File: config.mk
export PLATFORM = sky130hd
export DESIGN_NAME = alu_tester_flat
export DESIGN_NICKNAME = d
export VERILOG_FILES = /design/src/rtl/alu_tester_if.sv /design/src/rtl/alu_tester.sv /design/src/flat_wrapper.sv
export SDC_FILE = /design/constraint.sdc
export NUM_CORES = 1
export LEC_CHECK = 0
export ABC_AREA = 1
export CAP_MARGIN = 20
export CORE_UTILIZATION = 55
export DETAILED_ROUTE_END_ITERATION = 8
export PLACE_DENSITY = 0.8
export SLEW_MARGIN = 25
export SYNTH_ARGS = -nofsm -noshare
export SYNTH_HDL_FRONTEND = slang
export SYNTH_SLANG_ARGS = --single-unit
File: constraint.sdc
create_clock -name clk -period 12.62 [get_ports clk]
set_clock_uncertainty 0.15 [all_clocks]
set_input_delay 1.893 -clock clk [delete_from_list [all_inputs] [get_ports clk]]
set_output_delay 1.893 -clock clk [all_outputs]
set_load 0.03 [all_outputs]
File: src/rtl/alu_tester_if.sv
// Bus between the tester and the ALU under test: operands and opcode go out,
// the combinational result comes back in the same cycle.
interface alu_tester_if;
  logic [31:0] A;
  logic [31:0] B;
  logic [2:0]  ALUOp;
  logic [31:0] C;

  // Handshake: there is no valid/ready pair. A/B/ALUOp are registered by the
  // master and stay stable for a whole cycle; the slave answers combinationally
  // on C, and the master samples C on the next rising edge.
  modport master (output A, output B, output ALUOp, input C);
  modport slave  (input A, input B, input ALUOp, output C);
endinterface

File: src/rtl/alu_tester.sv
// Self-test engine for a 32-bit ALU: drives LFSR-generated vectors, one per
// cycle, checks the ALU result against a golden model and tallies mismatches.
module alu_tester (
  input  logic                clk,
  input  logic                reset_n,
  input  logic                start,
  input  logic [31:0]         seed,
  input  logic [15:0]         num_vec,
  alu_tester_if.master        bus,
  output logic                busy,
  output logic                done,
  output logic                pass,
  output logic [15:0]         err_cnt,
  output logic [15:0]         first_fail,
  output logic [1:0]          state_dbg
);

  typedef enum logic [1:0] {
    IDLE = 2'd0,
    RUN  = 2'd1,
    DONE = 2'd2
  } state_t;

  state_t      state;
  state_t      state_next;
  logic        accept;
  logic [31:0] lfsr;
  logic [15:0] k;
  logic [15:0] nv;
  logic [16:0] k_inc;
  logic [31:0] seed_fix;
  logic [31:0] src_l;
  logic [31:0] ld_b_raw;
  logic [31:0] ld_b;
  logic [31:0] ld_lfsr;
  logic [2:0]  ld_op;
  logic [31:0] golden;
  logic        mismatch;

  function automatic logic [31:0] lfsr_step(input logic [31:0] l);
    return {l[30:0], l[31] ^ l[21] ^ l[1] ^ l[0]};
  endfunction

  assign k_inc    = {1'b0, k} + 17'd1;
  assign seed_fix = (seed == 32'd0) ? 32'd1 : seed;

  // Next vector: vector 0 comes from the seed on an accepted start, later
  // vectors continue from the stored LFSR state. Shift opcodes get a 5-bit B.
  always_comb begin
    src_l    = accept ? seed_fix : lfsr;
    ld_op    = accept ? 3'd0 : k_inc[2:0];
    ld_b_raw = lfsr_step(src_l);
    ld_b     = ld_b_raw;
    if (ld_op == 3'b100 || ld_op == 3'b101) ld_b = ld_b_raw & 32'h0000_001F;
    ld_lfsr  = lfsr_step(ld_b_raw);
  end

  // Golden ALU result for the vector currently on the bus.
  always_comb begin
    golden = 32'd0;
    case (bus.ALUOp)
      3'b000:  golden = bus.A + bus.B;
      3'b001:  golden = bus.A - bus.B;
      3'b010:  golden = bus.A & bus.B;
      3'b011:  golden = bus.A | bus.B;
      3'b100:  golden = bus.A >> bus.B[4:0];
      3'b101:  golden = $unsigned($signed(bus.A) >>> bus.B[4:0]);
      default: golden = 32'd0;
    endcase
    mismatch = (bus.C != golden);
  end

  // State register.
  always_ff @(posedge clk or negedge reset_n) begin
    if (!reset_n) state <= IDLE;
    else          state <= state_next;
  end

  // Next-state logic; start is only honoured outside RUN.
  always_comb begin
    state_next = state;
    accept     = 1'b0;
    case (state)
      IDLE, DONE: begin
        if (start) begin
          accept     = 1'b1;
          state_next = (num_vec != 16'd0) ? RUN : DONE;
        end
      end
      RUN: begin
        if (k_inc >= {1'b0, nv}) state_next = DONE;
      end
      default: state_next = IDLE;
    endcase
  end

  // Vector generation and result bookkeeping.
  always_ff @(posedge clk or negedge reset_n) begin
    if (!reset_n) begin
      bus.A      <= 32'd0;
      bus.B      <= 32'd0;
      bus.ALUOp  <= 3'd0;
      lfsr       <= 32'd1;
      k          <= 16'd0;
      nv         <= 16'd0;
      err_cnt    <= 16'd0;
      first_fail <= 16'hFFFF;
    end else if (accept) begin
      bus.A      <= src_l;
      bus.B      <= ld_b;
      bus.ALUOp  <= ld_op;
      lfsr       <= ld_lfsr;
      k          <= 16'd0;
      nv         <= num_vec;
      err_cnt    <= 16'd0;
      first_fail <= 16'hFFFF;
    end else if (state == RUN) begin
      if (mismatch) begin
        if (err_cnt != 16'hFFFF)    err_cnt    <= err_cnt + 16'd1;
        if (first_fail == 16'hFFFF) first_fail <= k;
      end
      if (state_next == RUN) begin
        bus.A     <= src_l;
        bus.B     <= ld_b;
        bus.ALUOp <= ld_op;
        lfsr      <= ld_lfsr;
        k         <= k_inc[15:0];
      end
    end
  end

  assign busy      = (state == RUN);
  assign done      = (state == DONE);
  assign pass      = (state == DONE) && (err_cnt == 16'd0);
  assign state_dbg = state;

endmodule
File: src/flat_wrapper.sv
// flat-port wrapper written by rule: the top's interface ports become plain ports
module alu_tester_flat 
  (clk, reset_n, start, seed, num_vec, busy, done, pass, err_cnt, first_fail, state_dbg, bus_A, bus_B, bus_ALUOp, bus_C);
  alu_tester_if bus_i ();
  input  logic clk;
  input  logic reset_n;
  input  logic start;
  input  logic [31:0] seed;
  input  logic [15:0] num_vec;
  output logic busy;
  output logic done;
  output logic pass;
  output logic [15:0] err_cnt;
  output logic [15:0] first_fail;
  output logic [1:0] state_dbg;
  output wire logic [$bits(bus_i.A)-1:0] bus_A;
  output wire logic [$bits(bus_i.B)-1:0] bus_B;
  output wire logic [$bits(bus_i.ALUOp)-1:0] bus_ALUOp;
  input wire logic [$bits(bus_i.C)-1:0] bus_C;
  assign bus_A = bus_i.A;
  assign bus_B = bus_i.B;
  assign bus_ALUOp = bus_i.ALUOp;
  assign bus_i.C = bus_C;
  alu_tester u_core (.clk(clk), .reset_n(reset_n), .start(start), .seed(seed), .num_vec(num_vec), .bus(bus_i), .busy(busy), .done(done), .pass(pass), .err_cnt(err_cnt), .first_fail(first_fail), .state_dbg(state_dbg));
endmodule
==> flow_summary.ini <==
[global_route]
grt_pass1_vias = 15200
grt_max_degree = 117
grt_pass1_wl_mm = 85.1
antenna_found_initial = 1
grt_usage_pct = 42.8
grt_overflow_total = 0

[setup_path]
rrSetupSlack_ns = 5.77
crit_buf_inv = 3
required_ns = 12.82
crit_fanout = 35
crit_arrival_ns = 7.05
criticalPathCategory = reg2reg
end_kind = flip-flop
reg2reg_depth = 35
slowest_stage = nand3_2
r2r-start = u_core.lfsr[2]
path_delay_family = simple AND/OR/NAND/NOR gates
r2r_end = u_core.err_cnt[10]
cpMostUsedCell = nand2_1
cp-start-kind = flip-flop
critical-path-max-stage-delay_ns = 0.70

[yosys]
yosysTopAreaCellShare_pct = 23.1
synth_area_leaders = nand2_1 (23%), dfrtp_1 (20%), nand3_1 (12%)
async_flop_share_pct = 100
synth_edf_count = 0
synth_nets = 2479
ys.flop_type = dfrtp_1
synthCells = 2339
avgSynthCellArea_um2 = 5.90
synth_area_um2 = 13800
yosysUniqueCellTypes = 55
ys_seq_elements = 127
synth_warnings = 0
yosysTopAreaCell = nand2_1
ys_seq_area_share_pct = 23.2

[sta]
max_freq_mhz = 146
finalMaxSlewViolations = 0
rsz0062_at_grt = false
post-route-period-util_pct = 54.2
setup_violations = 0
period_minus_slack_ns = 6.85
slew_headroom_pct = 33.0
hold_viol = 0
worst_slew_pin_slew_ns = 1.00
setup_tns_ns = 0

[final_layout]
multi_input_area_um2 = 8830
fin_util_pct = 65.6
syn2layout_area_growth_pct = 16.2
final_common_cell = nand2_1
fill_cells = 2289
drive_above_1_share_pct = 5.27
final_cell_mix = nand2_1 (847), nand3_1 (322), inv_1 (269)
final_area_um2 = 16000
diodes = 0
register_area_um2 = 3200
final_nets = 2573

[hold_path]
min_path_cells = 2
min_path_type = reg2reg
worstHoldStart = u_core.first_fail[11]
hold_end = u_core.first_fail[11]

[route]
vias = 16500
vias_per_cell = 5.97
top_layer_used = met4
drtPass1Iterations = 6
ant_nets = 0
wl_met2_mm = 24.6
drtIter0Drc = 2231
wl_met1_mm = 20.6
finalWirelength_mm = 56.1
met3_length_mm = 7.12
post_drt_wl_per_cell_um = 20.3
route.detailed.drc = 0

[cts]
htree_num_levels = 4
postCtsResizedCells = 0
cts-root-buf = clkbuf_16
clk_latency_ns = 0.42
cts_tree = yes
holdBufCountCts = 0
cts.sink_count = 127
post-cts-setup-buffers = 0
cts.clk_slew.worst_paths_ns = 0.06
clockBufferDepth = 2
numCtsBuffers = 17

[placed_design]
dp_hpwl_mm = 42.5
gp_congestion = 1.14
dpl_cell_area_um2 = 15400
port_buffers = 186

[power]
leakage_nw = 8.39
max-vdd-ir-drop_mv = 0.191
internal_power_mw = 2.11
power.density_nw_per_um2 = 333
p_clk_share_pct = 9.3
pwr-share-seq_pct = 16.5
pwr-share-comb_pct = 74.2
switchingPower_mw = 3.23
switching_share_pct = 60.5

[floorplanning]
io_pins = 187
rows = 57
die_h_um = 160
die_area_um2 = 25700
die_x_um = 160
coreArea_um2 = 24500
start_util_pct = 56.4

[status]
status = completed

[job]
drv_cap = 0
per-stage QoR:
step / hold slack [ns] / setup WS (ns) / cells / power (mW)
floorplan: 0.303 / 7.93 / 2339 / 3.46
detailed placement: 0.318 / 6.09 / 2738 / 4.69
global route: 0.344 / 5.27 / 2770 / 5.70
global placement: 0.309 / 6.26 / 2738 / 4.62
finish: 0.328 / 5.77 / 2770 / 5.34
CTS: 0.326 / 6.02 / 2770 / 5.21
kinds of logic (layout without fill, tap and decap cells):
group | count (synthesis) | in the layout | share of synthesized area [%]
and+or+nand+nor | 1460 | 1460 | 45.7
adders and majority gates | 57 | 57 | 5.22
AOI/OAI and AO/OA | 245 | 245 | 10.1
xor gates and xnor gates | 45 | 45 | 2.86
buffers and inverters | 405 | 512 | 13.0
DFF | 127 | 127 | 23.2
metal layers:
| metal | vias to the layer above | global-route usage (%) |
|---|---|---|
| li1 | 7706 | - |
| met1 | 7464 | 53.5 |
| met2 | 1126 | 67.0 |
| met3 | 233 | 9.84 |
| met4 | 0 | 26.2 |
| met5 | - | 0 |
synth_stat cells (3+ instances only):
cell,n
buf_1,9
o21ai_0,109
o21ai_2,7
nor3_1,22
or2_2,8
a21oi_1,71
inv_1,270
nand3_2,4
buf_4,47
nor4_1,13
nand2_4,4
o21bai_1,3
o21ai_1,17
nor3_2,4
buf_6,8
ha_1,56
dfstp_2,17
a31oi_1,14
inv_2,8
dfrtp_1,110
xnor2_1,3
nand3b_1,27
nand2_1,849
nand2_2,4
xor2_1,42
nor2_1,156
a311oi_1,3
nor2_2,8
buf_2,25
o22ai_2,8
nand4_1,30
clkbuf_1,35
nand3_1,322
tightest hold or removal path, delay by kind of cell (launching register included):
family | cells | cell delay [ns]
DFF | 1 | 0.38
and+or+nand+nor | 2 | 0.10
sequential cells by signal, indices dropped and copies added (netlist names):
signal	count
u_core.lfsr	31
u_core.bus.B	27
u_core.err_cnt	16
u_core.first_fail	16
u_core.k	16
u_core.nv	16
u_core.bus.A	3
u_core.state_dbg	2
area by class of cell:
cell class                 instances  area share (%)
clock buffer                      19            2.76
multi-input combinational       1807            55.0
clock inverter                    13           0.959
sequential                       127            19.9
tap                              324            2.53
timing repair buffer             199            12.2
inverter                         281            6.59
power groups by stage:
stage / combinational, mW / clock [mW] / sequential [mW]
after global placement: 3.77 / 0 / 0.855
after floorplan: 2.61 / 0 / 0.852
after global routing: 4.31 / 0.517 / 0.872
after CTS: 3.86 / 0.498 / 0.853
after detailed placement: 3.83 / 0 / 0.855
final: 3.96 / 0.499 / 0.878
how the worst max path moves through the flow:
stage	from	endpoint	slack, ns	depth (start not counted)
floorplan	u_core.lfsr[2]	u_core.err_cnt[0]	7.93	38
global placement	u_core.lfsr[2]	u_core.err_cnt[6]	6.26	35
detailed placement	u_core.lfsr[2]	u_core.err_cnt[8]	6.09	35
CTS	u_core.lfsr[2]	u_core.err_cnt[12]	6.02	35
global route	u_core.lfsr[1]	u_core.err_cnt[10]	5.27	35
finish	u_core.lfsr[2]	u_core.err_cnt[10]	5.77	35
(Power assumes the default switching activity.)
